File: src/rtl/ifetch_queue.sv
// ifetch_queue: in-order instruction fetch queue between the PC register,
// instruction memory and decode.
//
// Each fetch allocates an entry when its request is accepted, is filled when
// memory returns the word (responses come back in request order), and is
// handed to decode in order. A flush (taken branch) discards every queued
// entry. Responses still owed by memory for discarded fetches are counted in
// r_drop_cnt and thrown away as they arrive.
//
// Ports
//   clk, rst                 clock, synchronous active-low reset
//   pc, pc_valid, pc_ready   fetch address in; pc_ready gates PC advance
//   flush                    redirect; discards queued and in-flight fetches
//   imem_req_*               read request to instruction memory
//   imem_resp_*              in-order read data from instruction memory
//   instr_valid/instr/instr_pc/instr_ready   oldest fetched word to decode
module ifetch_queue #(
    parameter int DEPTH = 4
) (
    input  logic        clk,
    input  logic        rst,
    input  logic [31:0] pc,
    input  logic        pc_valid,
    output logic        pc_ready,
    input  logic        flush,
    output logic        imem_req_valid,
    output logic [31:0] imem_req_addr,
    input  logic        imem_req_ready,
    input  logic        imem_resp_valid,
    input  logic [31:0] imem_resp_data,
    output logic        instr_valid,
    output logic [31:0] instr,
    output logic [31:0] instr_pc,
    input  logic        instr_ready
);

    localparam int AW = $clog2(DEPTH);
    localparam int PW = AW + 1;

    // Pointers carry one extra bit so full and empty are distinguishable.
    logic [PW-1:0]    r_alloc;
    logic [PW-1:0]    r_fill;
    logic [PW-1:0]    r_read;
    logic [PW-1:0]    r_drop_cnt;
    logic [DEPTH-1:0] r_filled;
    logic [31:0]      r_pc   [DEPTH];
    logic [31:0]      r_data [DEPTH];
    // Low during reset and for the first cycle after it, so no request is
    // issued until the memory side has also come out of reset.
    logic             r_live;

    logic [AW-1:0] w_alloc_idx;
    logic [AW-1:0] w_fill_idx;
    logic [AW-1:0] w_read_idx;
    logic [PW-1:0] w_count;
    logic [PW-1:0] w_in_flight;
    logic [PW:0]   w_occupancy;
    logic          w_space;
    logic          w_act;
    logic          w_fire;
    logic          w_resp_take;
    logic          w_resp_drop;
    logic          w_consume;
    logic [PW:0]   w_flush_sum;
    logic [PW-1:0] w_flush_drop;

    assign w_alloc_idx = r_alloc[AW-1:0];
    assign w_fill_idx  = r_fill[AW-1:0];
    assign w_read_idx  = r_read[AW-1:0];
    assign w_count     = r_alloc - r_read;
    assign w_in_flight = r_alloc - r_fill;

    // Slots still owed to discarded fetches count against capacity so that a
    // post-flush burst can never overrun the queue.
    assign w_occupancy = {1'b0, w_count} + {1'b0, r_drop_cnt};
    assign w_space     = w_occupancy < (PW+1)'(DEPTH);
    assign w_act       = rst & r_live;

    assign imem_req_valid = pc_valid & w_space & ~flush & w_act;
    assign imem_req_addr  = pc;
    assign pc_ready       = imem_req_ready & w_space & ~flush & w_act;
    assign w_fire         = pc_valid & pc_ready;

    assign w_resp_take = imem_resp_valid & (r_drop_cnt == '0) & ~flush;
    assign w_resp_drop = imem_resp_valid & (r_drop_cnt != '0) & ~flush;

    assign instr_valid = w_act & (w_count != '0) & r_filled[w_read_idx];
    assign instr       = instr_valid ? r_data[w_read_idx] : '0;
    assign instr_pc    = instr_valid ? r_pc[w_read_idx]   : '0;
    assign w_consume   = instr_valid & instr_ready & ~flush;

    // Everything still owed by memory becomes a drop; a response landing in
    // the flush cycle itself settles one of them immediately.
    assign w_flush_sum = {1'b0, r_drop_cnt} + {1'b0, w_in_flight};
    always_comb begin
        w_flush_drop = w_flush_sum[PW-1:0];
        if (imem_resp_valid) begin
            if (w_flush_sum == '0) begin
                w_flush_drop = '0;
            end else begin
                w_flush_drop = w_flush_sum[PW-1:0] - 1'b1;
            end
        end
    end

    always_ff @(posedge clk) begin
        if (!rst) begin
            r_alloc    <= '0;
            r_fill     <= '0;
            r_read     <= '0;
            r_drop_cnt <= '0;
            r_filled   <= '0;
            r_live     <= 1'b0;
        end else begin
            r_live <= 1'b1;
            if (flush) begin
                // Stale filled bits are harmless: an entry is always
                // re-initialised on allocation before it can be read.
                r_alloc    <= '0;
                r_fill     <= '0;
                r_read     <= '0;
                r_drop_cnt <= w_flush_drop;
            end else begin
                if (w_fire) begin
                    r_alloc              <= r_alloc + 1'b1;
                    r_filled[w_alloc_idx] <= 1'b0;
                end
                if (w_resp_take) begin
                    r_fill               <= r_fill + 1'b1;
                    r_filled[w_fill_idx] <= 1'b1;
                end
                if (w_resp_drop) begin
                    r_drop_cnt <= r_drop_cnt - 1'b1;
                end
                if (w_consume) begin
                    r_read <= r_read + 1'b1;
                end
            end
        end
    end

    // Payload storage needs no reset; it is only observed through filled.
    always_ff @(posedge clk) begin
        if (w_fire) begin
            r_pc[w_alloc_idx] <= pc;
        end
        if (rst && w_resp_take) begin
            r_data[w_fill_idx] <= imem_resp_data;
        end
    end

endmodule

File: config.mk
export PLATFORM = sky130hd
export DESIGN_NAME = ifetch_queue
export DESIGN_NICKNAME = d
export VERILOG_FILES = /design/src/rtl/ifetch_queue.sv
export SDC_FILE = /design/constraint.sdc
export NUM_CORES = 1
export LEC_CHECK = 0
export CAP_MARGIN = 40
export CORE_MARGIN = 8
export CORE_UTILIZATION = 45
export CTS_CLUSTER_DIAMETER = 100
export DETAILED_ROUTE_END_ITERATION = 10
export PLACE_DENSITY = 0.67
export SLEW_MARGIN = 20
export SYNTH_ARGS = -nofsm -noshare
export SYNTH_HDL_FRONTEND = slang
export SYNTH_SLANG_ARGS = --single-unit
File: constraint.sdc
create_clock -name clk -period 5.2 [get_ports clk]
set_input_delay 1.3 -clock clk [delete_from_list [all_inputs] [get_ports clk]]
set_output_delay 1.3 -clock clk [all_outputs]
set_load 0.05 [all_outputs]
==> run metrics, run 1 <==
CP Launch Type=flip-flop; PD cells=315.1 mW/mm2; Period minus WS final=4.797 ns; total I/O pin count=170; most frequent cells in the layout=edfxtp_1, clkdlybuf4s50_1, mux4_2, nor2b_1, buf_12; row cnt=57; Max FO, Critical Path=5; Final Setup Violations=0; async set-reset flop share out of synthesis=0%; CTS clk-pin slew, worst paths=0.06 ns; post-synthesis sequential area ratio=71.97%; Worst Min Path Start=r_filled[0]; Post-CTS Setup Bufs=0; H-tree Lvls=1; RSZ-0062 raised after global routing=no; DR vias/cell=5.215; WP buf/inv=3; post-route cell area=0.01452 mm2; Final Hold Fails=0; outcome=complete, no violations; antenna-violating nets left=0; dominant cells by area after synthesis=edfxtp_1, mux4_2, nor2b_1; biggest area consumer among synthesized cells=edfxtp_1; Final TNS setup=0 ns; first-pass GRT wire length=35.49 mm; top-area cell type share of the netlist area=68.58%; Least-Margin Pin Slew=0.6123 ns; Area Overhead vs Synth=29.49%; TritonCTS clock tree=done; layout cells sized above 1=26.34%; Initial Util=45.96%; Hold Crit Depth=2; wire per inst=20.69 um; flop and latch count out of synthesis=275; crit share post-route=92.26%; hold path endpoint=r_filled[0]; Max Clk Rate=0.2084 GHz; cell breakdown of the critical path=inv_1 -> ha_1 -> inv_1 -> fa_1 -> xnor3_1 -> ha_1 -> nor4_4 -> nand3_1 -> nor2_1 -> clkdlybuf4s50_1; total core area=0.02439 mm2; # hold bufs at CTS=0; TritonCTS sink count=275; Die Span Y=173.8 um; commonest non-fill, non-tap cell in the layout=edfxtp_1; Fill cells=1775; initial antenna violation count=1; Power, Total=4573 uW; DP Wirelength=15.14 mm; Slowest cell on crit path=clkdlybuf4s50_1; worst min path class=reg -> reg; Avg Cell Area, Syn=19.16 um2; clk_lat worst skew=0.51 ns; launch point of the worst reg-to-reg path=r_alloc[0]; Clock Skew=0.008429 ns; Routability Congestion=0.8237; critical path arrival=3.50 ns; kind of critical path=reg -> out; port bufs=169; R2R Path End=r_pc[0][2]; Chip Width=173.8 um; CTS max path bufs=3; Mapped Area=0.01121 mm2; Post-Synthesis Cells=585; Syn Nets=677; gr ovfl total=0; synth warn=0; largest net degree at the start of global routing=40; final count of pins violating max slew=0; GRT Util Overall=14.72%; CP delay by family, top=buffers and inverters; Max-Cap Viols=0; # resized after CTS=0; FF-to-FF path depth=10; worst vdd ir=0.3171 mV; number of flops mapped to enable cells by yosys=256; drt total wl=22.51 mm; router iterations before antenna repair=6; DR DRC count=0; CP Data Required Time=3.90 ns; Leakage=0.004700 uW; die area=0.03022 mm2; distinct cell type count after synthesis=37; crit end category=output port; flop-to-flop setup slack=2.00 ns; vias in the first global route=6287; total CTS buffers=28; Slew HR=59.16%; CP max stage delay=0.82 ns; predominant post-synthesis flop cell=edfxtp_1; clock root buffer=clkbuf_16; via count=5674; nets=833; initial drt markers=386; placed cell area=0.01364 mm2
==> through the flow <==
step                      setup slack, ns  utilization (%)  hold slack (ns)  std cells
after floorplan                     1.378                -           0.4286        585
after global placement             0.5265            55.07           0.4384       1025
after detailed placement           0.5040            55.90           0.4552       1035
after CTS                          0.3409            59.50           0.4637       1087
after global routing               0.2103            59.50           0.4822       1087
final                              0.4026            59.51           0.4622       1088
==> synthesized netlist by cell type, types with 2 or more instances <==
master and number:
edfxtp_1 256, mux4_2 65, nor2b_1 65, buf_4 38
dfxtp_1 19, ha_1 18, inv_1 16, nor2_1 12
clkbuf_1 10, buf_2 9, nand2_1 7, a21oi_1 6
and2_1 6, nand3_1 6, o21ai_0 5, o21bai_1 5
xnor2_1 5, and3_1 4, a311oi_1 3, fa_1 3
nand2b_1 3, nand3b_1 3, a21o_1 2, mux2i_1 2
nor3b_1 2, o211ai_1 2, or3_1 2, xor2_1 2
==> power by group <==
part	internal (uW)	switching (uW)	total (uW)
registers	2440	9.44	2450
logic	115	145	260
clock network	1070	798	1870
==> cell families after synthesis <==
group	after synthesis	share of synthesized area, %
flops	275	71.97
fa+ha+maj	21	2.545
xor+xnor	8	0.7478
compound gates	27	1.607
buf+inv	73	3.817
simple gates	114	6.072
mux	67	13.24
==> final cells by class <==
class                      count  area, um2  area share [%]
antenna                        1      2.502         0.01724
clock buffer                  33      740.7           5.103
clock inverter                19      136.4          0.9396
inverter                      16      60.06          0.4138
multi-input combinational    237       2748           18.93
sequential                   275       8075           55.63
tap                          324      405.4           2.793
timing repair buffer         183       2347           16.17
==> layer usage <==
metal  share of wire [%]  wire, um  global-route usage [%]  vias up
met4                 1.2       278                   3.099        2
met2                  53     11840                   26.32      160
met3                 5.8      1316                   2.788       25
li1                    -         -                       -     2570
met1                  40      9059                   18.30     2917
met5               0.058        13                       0        -
==> tightest hold or removal path: cells and delay by family, from the launching register on <==
kind | cells | cell delay [ns]
DFF | 1 | 0.31
and+or+nand+nor | 1 | 0.06
AOI/OAI and AO/OA | 1 | 0.05
==> worst max-delay path by stage <==
| stage | from | end | slack, ns | depth (start not counted) |
|---|---|---|---|---|
| after detailed placement | flush | imem_req_valid | 0.50 | 5 |
| after CTS | r_alloc[0] | imem_req_valid | 0.34 | 10 |
| after floorplan | flush | imem_req_valid | 1.38 | 4 |
| after global routing | r_alloc[0] | imem_req_valid | 0.21 | 10 |
| final | r_alloc[0] | imem_req_valid | 0.40 | 10 |
| after global placement | flush | imem_req_valid | 0.53 | 5 |
==> registers in the layout, summed over array words and instances, names as in the netlist, named ones only <==
register / flops
r_live: 1
r_read: 3
r_data: 128
r_fill: 3
r_pc: 128
r_filled: 4
r_alloc: 3
r_drop_cnt: 3
Power figures use the tool's default switching activity.
==> run 2, diff against run 1 <==
Settings changed: PLACE_DENSITY 0.67 to 0.7.
Clock period 5.2 ns to 4 ns, I/O delays scaled along.
==> run 2 against run 1 <==
- worst setup slack lost 0.34 ns
- hold slack gained 0.0014 ns
- critical endpoint is now instr[29]
- die area is the same
- clock power grew 31%
- sequential share of layout area shrank 0.99 points
- largest power group unchanged
==> run metrics, run 2 (synthesis gave the netlist of run 1 again) <==
outcome=complete, no violations; die area=0.03022 mm2 (unchanged); Comb power frac=5.7% (about the same); total I/O pin count=170 (unchanged); port bufs=169 (unchanged); via count=5724 (+0.88%); H-tree Lvls=1 (unchanged); Slowest cell on crit path=fa_1; worst min path class=reg -> reg; Initial Util=45.96% (unchanged); clock root buffer=clkbuf_16; layout cells sized above 1=27.05% (+0.70 points); TritonCTS clock tree=done; post-route cell area=0.01478 mm2 (+1.8%); placed cell area=0.01386 mm2 (+1.6%); CP Launch Type=flip-flop; CTS max path bufs=3 (unchanged); Leakage=0.004793 uW (+2.0%); Slew HR=62.95% (+3.8 points); drt total wl=23.72 mm (+5.4%); largest net degree at the start of global routing=53 (+33%); critical path arrival=2.94 ns (-0.56 ns); Max Clk Rate=0.2537 GHz; wire per inst=21.71 um (+4.9%); Period minus WS final=3.941 ns; # hold bufs at CTS=0 (unchanged); DP Wirelength=15.17 mm (+0.21%); first-pass GRT wire length=36.98 mm (+4.2%); final count of pins violating max slew=0 (unchanged); Routability Congestion=0.7790 (-5.4%); gr ovfl total=0 (unchanged); total CTS buffers=28 (unchanged); router iterations before antenna repair=5 (-1); switch share=20.30% (-0.52 points); Antenna Cells=0 (-1); Chip Width=173.8 um (unchanged); vias in the first global route=6330 (+0.68%); Final Setup Violations=0 (unchanged); kind of critical path=reg -> out; Psw=1213 uW (+27%); most frequent cells in the layout=edfxtp_1, clkdlybuf4s50_1, buf_12; PD cells=404.3 mW/mm2 (+28%); Regs by FF count=r_data (128), r_pc (128), r_filled (4); Fill cells=1744 (-1.7%); Power, Total=5977 uW (+31%); Clock Skew=0.01115 ns (+0.002721 ns); GRT Util Overall=15.46% (+0.74 points); Least-Margin Pin Slew=0.5540 ns (-0.05833 ns); Clk pwr share=41.1% (+0.3 points); WP buf/inv=5 (+2); initial drt markers=397 (+2.8%); nets=839 (+0.72%); Die Span Y=173.8 um (unchanged); RSZ-0062 raised after global routing=yes; DR vias/cell=5.237 (+0.42%); Critical Path Most Common Cell=buf_12; Finished Layout Cells=1093 (+0.46%); Final Hold Fails=0 (unchanged); CTS clk-pin slew, worst paths=0.06 ns (about the same); Max-Cap Viols=0 (unchanged); crit end category=output port; crit share post-route=98.53%; worst vdd ir=0.4686 mV (+48%); TritonCTS sink count=275 (unchanged); total core area=0.02439 mm2 (unchanged); Final TNS setup=0 ns (unchanged); CP Data Required Time=3.00 ns (-0.90 ns); initial antenna violation count=2 (+1); Area Overhead vs Synth=31.87%; clk_lat worst skew=0.52 ns (about the same); Max FO, Critical Path=52 (+47); cell breakdown of the critical path=inv_2 -> ha_1 -> inv_1 -> fa_1 -> xnor3_2 -> buf_4 -> o2111ai_4 -> buf_12 -> nor2b_1 -> buf_12; DR DRC count=0 (unchanged); Layout Utilization=60.60% (+1.1 points); commonest non-fill, non-tap cell in the layout=edfxtp_1; CP delay by family, top=buffers and inverters; CP max stage delay=0.37 ns (-0.45 ns); Internal=4763 uW (+32%); sequential share of power=53.2% (-0.3 points); antenna-violating nets left=0 (unchanged); row cnt=57 (unchanged); Placed Cells=1037 (+0.19%)
run 2: cell types whose count changed in the layout (fill, tap and decap cells not counted), sizes merged:
cell	delta
buf	+7
bufinv	+1
clkbuf	+2
clkdlybuf4s50	-1
clkinv	+4
clkinvlp	-7
diode	-1
run 2: path summary, 6_finish.rpt:
path / start / to / slack, ns / depth (start not counted)
worst min-delay path: r_filled[2] / r_filled[2] / 0.46 / 2
worst max register to register: r_alloc[0] / r_pc[2][0] / 0.98 / 11
worst max-delay path: r_alloc[0] / instr[29] / 0.06 / 10
worst min register to register: r_filled[2] / r_filled[2] / 0.46 / 2
run 2: layer usage:
metal	wire (um)	vias to the layer above	global-route usage, %
li1	-	2581	-
met1	9736	2954	19.16
met2	12420	148	27.25
met3	1130	37	3.180
met4	410	4	3.848
met5	23	-	0
run 2: power groups by stage:
stage / Combinational (uW) / Clock [uW] / Sequential (uW)
5_1_grt: 366 / 2640 / 3180
3_3_place_gp: 321 / 0 / 3240
6_report: 343 / 2450 / 3180
4_1_cts: 342 / 2520 / 3180
3_5_place_dp: 338 / 0 / 3240
2_1_floorplan: 193 / 0 / 3240
run 2: tightest hold or removal path, cell delays in order (launching register included):
cell,delay (ns)
dfxtp_1,0.31
nand2_1,0.06
o21bai_1,0.05
run 2: what timing repair did:
item | 4_1_cts | 5_1_grt
setup endpoints to repair | 1 | 2
gates resized for setup | 5 | 3
buffers inserted | 0 | 4
pin swaps | 0 | 2
run 2: final cells by class:
type                       count  area [um2]  share of cell area, %
timing repair buffer         189        2600                  17.59
inverter                      16       60.06                 0.4063
tap                          324       405.4                  2.743
clock buffer                  35       748.2                  5.062
sequential                   275        8078                  54.65
multi-input combinational    237        2766                  18.72
clock inverter                17       123.9                 0.8380
run 2: through the flow:
step	hold WS [ns]	setup slack (ns)
floorplan	0.4286	0.2846
global placement	0.4415	0.5566
detailed placement	0.4613	0.4698
CTS	0.4690	0.00008837
global route	0.4868	-0.03662
finish	0.4636	0.05872
==> run 3, diff against run 2 <==
--- a/config.mk
+++ b/config.mk
@@ -8,8 +8,8 @@
 export CAP_MARGIN = 40
 export CORE_MARGIN = 8
-export CORE_UTILIZATION = 45
+export CORE_UTILIZATION = 49
 export CTS_CLUSTER_DIAMETER = 100
 export DETAILED_ROUTE_END_ITERATION = 10
-export PLACE_DENSITY = 0.7
+export PLACE_DENSITY = 0.75
 export SLEW_MARGIN = 20
 export SYNTH_ARGS = -nofsm -noshare
==> constraint.sdc (replaced) <==
create_clock -name clk -period 4 [get_ports clk]
set_input_delay 1 -clock clk [delete_from_list [all_inputs] [get_ports clk]]
set_output_delay 1 -clock clk [all_outputs]
set_load 0.1 [all_outputs]
==> run 3 against run 2 <==
- fmax rose by 0.82%
- via count fell by 0.28%
- largest cell class unchanged
- largest power group unchanged
- die area shrank 7.4%
- global-route usage increased by 0.19 points
- clock skew shrank 0.00094 ns
==> run metrics, run 3 (synthesis gave the netlist of run 1 again) <==
crit end category=output port; TritonCTS sink count=275 (unchanged); layout cells sized above 1=32.25% (+5.2 points); die area=0.02797 mm2 (-7.4%); H-tree Lvls=1 (unchanged); Period minus WS final=3.909 ns (-0.03193 ns); clock root buffer=clkbuf_16; Finished Layout Cells=1051 (-3.8%); TritonCTS clock tree=done; Fill cells=1459 (-16%); drt total wl=22.46 mm (-5.3%); critical path arrival=2.91 ns (-0.03 ns); port bufs=169 (unchanged); largest net degree at the start of global routing=66 (+25%); clk_lat worst skew=0.51 ns (about the same); vias in the first global route=6255 (-1.2%); via count=5708 (-0.28%); total I/O pin count=170 (unchanged); Max Clk Rate=0.2558 GHz (+0.82%); CP Launch Type=flip-flop; nets=838 (-0.12%); Layout Utilization=65.19% (+4.6 points); Final Setup Violations=0 (unchanged); first-pass GRT wire length=34.72 mm (-6.1%); Area Overhead vs Synth=31.26%; final count of pins violating max slew=0 (unchanged); Max FO, Critical Path=33 (-37%); Clock Skew=0.01021 ns (-0.0009445 ns); DR DRC count=0 (unchanged); Least-Margin Pin Slew=0.5216 ns (-0.03236 ns); CTS clk-pin slew, worst paths=0.07 ns (about the same); Max-Cap Viols=0 (unchanged); worst min path class=reg -> reg; Final Hold Fails=0 (unchanged); GRT Util Overall=15.65% (+0.19 points); row cnt=55 (-3.5%); Die Span Y=167.3 um (-3.8%); outcome=complete, no violations; Routability Congestion=0.7600 (-2.4%); PD cells=422.1 mW/mm2 (+4.4%); CP Data Required Time=3.00 ns (about the same); antenna-violating nets left=0 (unchanged); switch share=20.61% (+0.31 points); total core area=0.02257 mm2 (-7.5%); Comb power frac=6.5% (+0.8 points); wire per inst=21.37 um (-1.5%); Internal=4930 uW (+3.5%); total CTS buffers=26 (-7.1%); sequential share of power=51.2% (-2.0 points); Slew HR=65.22% (+2.3 points); Psw=1280 uW (+5.5%); DR vias/cell=5.431 (+3.7%); initial drt markers=285 (-28%); gr ovfl total=0 (unchanged); Clk pwr share=42.3% (+1.2 points); initial antenna violation count=0 (-2); commonest non-fill, non-tap cell in the layout=edfxtp_1; DP Wirelength=14.20 mm (-6.4%); most frequent cells in the layout=edfxtp_1, buf_12, clkdlybuf4s50_1; Placed Cells=995 (-4.1%); Leakage=0.004849 uW (+1.2%); Final TNS setup=0 ns (unchanged); worst vdd ir=0.3270 mV (-30%); router iterations before antenna repair=4 (-1); Initial Util=49.66% (+3.7 points); CTS max path bufs=3 (unchanged); Regs by FF count=r_data (128), r_pc (128), r_filled (4); Antenna Cells=0 (unchanged); Chip Width=167.3 um (-3.8%); kind of critical path=reg -> out; crit share post-route=97.73% (-0.80 points)
run 3: power by group through the flow:
| stage | clock [uW] | sequential [uW] | combinational, uW |
|---|---|---|---|
| after floorplan | 0 | 3240 | 261 |
| after detailed placement | 0 | 3240 | 399 |
| after global placement | 0 | 3240 | 382 |
| after global routing | 2790 | 3180 | 427 |
| after CTS | 2680 | 3180 | 402 |
| final | 2630 | 3180 | 403 |
run 3: per-layer routing:
metal | vias to the layer above | GRT usage (%) | share of wire, %
li1 | 2578 | - | -
met4 | 0 | 3.455 | 1.1
met2 | 143 | 29.28 | 55
met5 | - | 0 | 0
met1 | 2969 | 18.43 | 39
met3 | 18 | 2.892 | 4.9
run 3: layout make-up:
class	count	area (um2)	area share, %
Clock inverter	14	212.7	1.446
Timing Repair Buffer	190	2507	17.04
Sequential cell	275	8077	54.89
Multi-Input combinational cell	237	2769	18.82
Tap cell	285	356.6	2.423
Clock buffer	34	732.0	4.974
Inverter	16	60.06	0.4082
run 3: worst paths after layout:
path                                   from          end  slack [ns]  cells after the start
worst max-delay path             r_alloc[0]  instr_pc[5]        0.09                     10
worst min-delay path            r_filled[0]  r_filled[0]        0.46                      2
worst max register to register   r_alloc[0]   r_pc[1][2]        0.74                     12
worst min register to register  r_filled[0]  r_filled[0]        0.46                      2
run 3: what timing repair did:
| action | in CTS | in global routing |
|---|---|---|
| hold buffers | 0 | 0 |
| endpoints found under the setup margin | 1 | 9 |
| endpoints found under the hold margin | 0 | 0 |
| buffers inserted | 1 | 6 |
| gates resized for setup | 4 | 3 |
| pin swaps | 0 | 2 |
| cloned | 0 | 1 |
run 3: through the flow:
step	power [uW]	setup WS [ns]	hold slack, ns	instance area (um2)
detailed placement	3639	0.3125	0.4547	13670
finish	6210	0.09065	0.4594	14710
global route	6397	-0.01840	0.4926	14710
floorplan	3499	-0.04583	0.4286	11210
global placement	3620	0.3704	0.4350	13670
CTS	6255	0.04139	0.4638	14630
run 3: critical path, cell delays in order (launching register included):
cell       delay (ns)
dfxtp_1          0.35
inv_2            0.12
ha_1             0.15
inv_1            0.05
fa_1             0.36
xnor3_2          0.26
buf_4            0.13
o2111ai_4        0.19
buf_12           0.22
nor2b_1          0.29
buf_12           0.22
==> edit 1, RTL diff (config.mk and constraints of run 2) <==
Set the parameter `DEPTH` to 2 (it was 4).
--- a/src/rtl/ifetch_queue.sv
+++ b/src/rtl/ifetch_queue.sv
@@ -15,7 +15,7 @@
 //   imem_resp_*              in-order read data from instruction memory
 //   instr_valid/instr/instr_pc/instr_ready   oldest fetched word to decode
 module ifetch_queue #(
-    parameter int DEPTH = 4
+    parameter int DEPTH = 2
 ) (
     input  logic        clk,
     input  logic        rst,
Formal check against the unedited RTL: not equivalent (Yosys sat finds a counterexample within 4 cycles, from zero or initial values and one cycle with rst low).
==> edit 1 against run 2 <==
Wire length fell by 47%. Design area fell by 41%. Sequential cell count fell by 135. Setup slack improved by 140 ps. Power fell by 44%. Non-clock buffer count fell by 7. Area after synthesis fell by 48%. Maximum frequency rose by 3.7%. Critical endpoint is now imem_req_valid. Largest cell class unchanged. Largest power group unchanged.
==> edit 1: results (changes against run 2) <==
STATUS='complete, no violations'
SYNTH_COMPOUND_GATE_AREA_SHARE_PCT=1.68  # +0.072 points
TIMING.REG2REG.SETUP_SLACK_PS=1180  # +200 ps
SYNTH_ENABLE_FLOP_CELLS=128  # -50%
PLACED_CELLS_INCL_TAPS=694  # -33%
ROUTABILITY_CONGESTION_ESTIMATE_FROM_GLOBAL_PLACEMENT=0.804  # +3.2%
TOP_REGS='r_data x64, r_pc x64'
CTS_INSERTED_BUFFERS=17  # -39%
SYNTHADDERAREAFRAC_PCT=1.55  # -0.99 points
INTPOWER_W=0.00268  # -44%
DPL.HPWL_MM=9.28  # -39%
CTS_MAX_PATH_BUFFERS=2  # -1
SYNTH.TOP_CELLS.BY_AREA='edfxtp_1 66%, mux2i_1 12%, nor2_1 4.3%'
ROUTED-WL-MET2_MM=5.71  # -54%
LAYOUT-DRIVE-GT1-SHARE_PCT=20.6  # -6.5 points
POST_DP_CELL_AREA_MM2=0.00819  # -41%
CPLARGESTDELAYFAMILY='adder cells'
ROUTED-VIA-COUNT=3516  # -39%
PWR-SHARE-CLK_PCT=43.9  # +2.8 points
GRT_ANTENNA_BEFORE_REPAIR=0  # -2
DRT-MET1-WL_MM=5.15  # -47%
CTSRESIZECOUNT=0  # -5
YOSYS-MUX-AREA-FRACTION_PCT=11.7  # -1.5 points
PWR.GROUP.COMBINATIONAL_W=0.000260  # -24%
FILLERS=846  # -51%
DRT-TOTAL-WL_MM=12.6  # -47%
HIGHEST_LAYER='met4'
CLK-INSERTION-DELAY-LATE_PS=420  # -100 ps
FIN_CELLS=726  # -34%
GRT_USE_TOTAL_PCT=15.5  # +0.058 points
MAX_STAGE_DELAY_PS=500  # +130 ps
FIN_WORST_SKEW_PS=5.03  # -6.12 ps
VDD.IR_DROP.WORST_V=0.000239  # -49%
NUMBER_OF_GLOBAL_ROUTE_VIAS_BEFORE_REPAIR=3698  # -42%
SYNTH.CELLS.MOST_FREQUENT='128 x edfxtp_1, 68 x mux2i_1, 67 x nor2_1'
DR_WL_MET3_MM=1.61  # +42%
CRITICAL_PATH_FANOUTS_MAX=8  # -85%
SLEW-LIMIT-HEADROOM_PCT=60.4  # -2.5 points
CTS_HTREE_LEVELS=4  # +3
-- edit 1: cell count changes in the layout (fill, tap and decap cells not counted), sizes merged, moves of 5 or more --
| cell | before | now |
|---|---|---|
| and2 | 6 | 1 |
| buf | 87 | 80 |
| clkbuf | 35 | 23 |
| clkinv | 15 | 7 |
| dfxtp | 19 | 12 |
| edfxtp | 256 | 128 |
| ha | 18 | 4 |
| inv | 16 | 10 |
| mux2i | 2 | 68 |
| mux4 | 65 | 0 |
| nor2 | 12 | 67 |
| nor2b | 65 | 3 |
-- edit 1: worst paths after layout --
path                                               start                  endpoint  cells after the start
worst max-delay path             r_alloc[0]$_SDFFE_PP0N_            imem_req_valid                      7
worst min-delay path            r_filled[0]$_SDFFE_PN0N_  r_filled[0]$_SDFFE_PN0N_                      2
worst max register to register   r_alloc[0]$_SDFFE_PP0N_     r_pc[1][16]$_DFFE_PP_                      7
worst min register to register  r_filled[0]$_SDFFE_PN0N_  r_filled[0]$_SDFFE_PN0N_                      2
-- edit 1: final cells by class --
class	instances	area share (%)
clock buffers	23	5.35
flip-flops and latches	140	46.7
well taps	172	2.46
clock inverters	9	1.09
inverters	10	0.429
multi-input cells	190	15.8
repair buffers	182	28.1
-- edit 1: stage by stage --
stage | setup WS [ps] | hold WS (ps) | utilization (%) | power [W]
2_1_floorplan | -1310 | 431 | - | 0.00180
3_3_place_gp | 427 | 440 | 64.9 | 0.00191
3_5_place_dp | 400 | 446 | 64.9 | 0.00192
4_1_cts | 194 | 454 | 69.3 | 0.00339
5_1_grt | 63.0 | 491 | 69.3 | 0.00347
6_report | 200 | 452 | 69.3 | 0.00336
-- edit 1: metal layers --
layer,track usage [%],up-vias
li1,-,1676
met1,17.4,1676
met2,23.9,153
met3,9.00,11
met4,6.15,0
met5,0,-
==> edit 2, RTL diff (config.mk and constraints of run 2) <==
Made on the original files. Make the reset (`rst`) asynchronous in one clocked block. Comments in the files are not updated.
--- a/src/rtl/ifetch_queue.sv
+++ b/src/rtl/ifetch_queue.sv
@@ -103,7 +103,7 @@
         end
     end
 
-    always_ff @(posedge clk) begin
+    always_ff @(posedge clk or negedge rst) begin
         if (!rst) begin
             r_alloc    <= '0;
             r_fill     <= '0;
Behaviour: no difference found for any inputs over 4 cycles, from zero or initial values and one cycle with rst low; that may be too few to reach the edited logic, so the function may still have changed.
==> edit 2 against run 2 <==
Register-to-register slack lost 200 ps. Highest routed layer unchanged. First-iteration DRC count shrank 18%. Sequential cell count shrank 2. Maximum frequency shrank 0.45%. Power grew 6.3%. Largest cell class unchanged. Design area shrank 1.2%. Utilization shrank 0.75 points. Setup slack lost 18 ps. Die area is essentially flat. Combinational power grew 56%. Count of clock-buffer cells in the layout grew 3. Wire length shrank 1.9%. Area after synthesis is essentially flat.
==> edit 2: results (changes against run 2) <==
NETLIST-CELL-TYPE-COUNT=38  # +2.7%
DETAIL_ROUTE.VIAS_PER_CELL=5.30  # +1.2%
ROUTABILITY_CONGESTION_ESTIMATE_FROM_GLOBAL_PLACEMENT=0.755  # -3.0%
SLOWEST_STAGE='dfrtp_1'
DRT-TOTAL-WL_MM=23.3  # -1.9%
CP-ENDPOINT='instr[12]'
SYNTH.TOP_CELLS.BY_AREA='edfxtp_1 69%, mux4_2 13%, dfrtp_1 3.8%'
PORTION_OF_THE_POST_SYNTHESIS_AREA_USED_BY_SEQUENTIAL_ELEMENTS_PCT=72.4  # +0.45 points
GRT_MAX_DEGREE=66  # +25%
LAYOUT-DRIVE-GT1-SHARE_PCT=29.5  # +2.4 points
POWERDENSITY_mW_PER_MM2=435  # +7.6%
WORST_HOLD_SLACK_PS=507  # +43.8 ps
CRITICAL_PATH_FANOUTS_MAX=8  # -85%
SYNTH.CELLS.MOST_FREQUENT='256 x edfxtp_1, 67 x nor2b_1, 65 x mux4_2'
GRT_FIRST_PASS_WIRELENGTH_MM=35.3  # -4.5%
POST_SYNTH_INST_COUNT=573  # -2.1%
NUMBER_OF_GLOBAL_ROUTE_VIAS_BEFORE_REPAIR=6404  # +1.2%
HOLDCRITSTARTPOINT='r_filled[3]$_DFFE_PN0N_'
CLOCK_NET_POWER_W=0.00261  # +7%
CTS_POST_SETUP_BUFFERS_INSERTED=2  # +2
DPL.HPWL_MM=14.2  # -6.4%
GLOBALROUTEMET3UTIL_PCT=3.66  # +0.48 points
TIMING.RR.END='r_pc[2][1]$_DFFE_PP_'
SYN_NETS=665  # -1.8%
FIN_WORST_SKEW_PS=14.6  # +3.48 ps
MIN_DELAY_PATH_DEPTH=1  # -1
INITIALDRTVIOLATIONCOUNT=325  # -18%
VDD.IR_DROP.WORST_V=0.000293  # -37%
STATUS='complete, no violations'
DR_WL_MET3_MM=1.47  # +30%
SYNTH-ASYNC-RESET-RATIO_PCT=6.23  # +6.2 points
ARRIVAL_PS=2960  # +20 ps
WHS_ENDPOINT='r_filled[3]$_DFFE_PN0N_'
PLACED_CELLS_INCL_TAPS=1025  # -1.2%
POST_DP_CELL_AREA_MM2=0.0134  # -3.6%
GRT_USE_TOTAL_PCT=14.7  # -0.80 points
USE_MET1_PCT=19.6  # +0.41 points
MAX_STAGE_DELAY_PS=390  # +20 ps
[edit 2: worst max-delay path: cells and delay by family, from the launching register on]
family / cells / cell delay (ps)
XOR/XNOR: 1 / 280
buffers and inverters: 6 / 900
adder cells (fa/ha/maj): 2 / 480
flip-flops: 1 / 390
AND/OR/NAND/NOR: 1 / 70
AO/OA/AOI/OAI: 1 / 290
[edit 2: final cells by class]
type	count	share of cell area [%]
tap	324	2.78
sequential	273	55.6
timing repair buffer	195	16.0
clock inverter	13	0.951
inverter	19	0.489
antenna	1	0.0171
clock buffer	38	5.48
multi-input combinational	225	18.7
[edit 2: logic make-up after synthesis]
family	after synthesis	synth area share [%]
compound gates	18	1.23
other cells	1	0.0335
xor+xnor	10	0.905
flops	273	72.4
simple gates	107	5.60
fa+ha+maj	21	2.55
mux	68	13.3
buf+inv	75	3.93
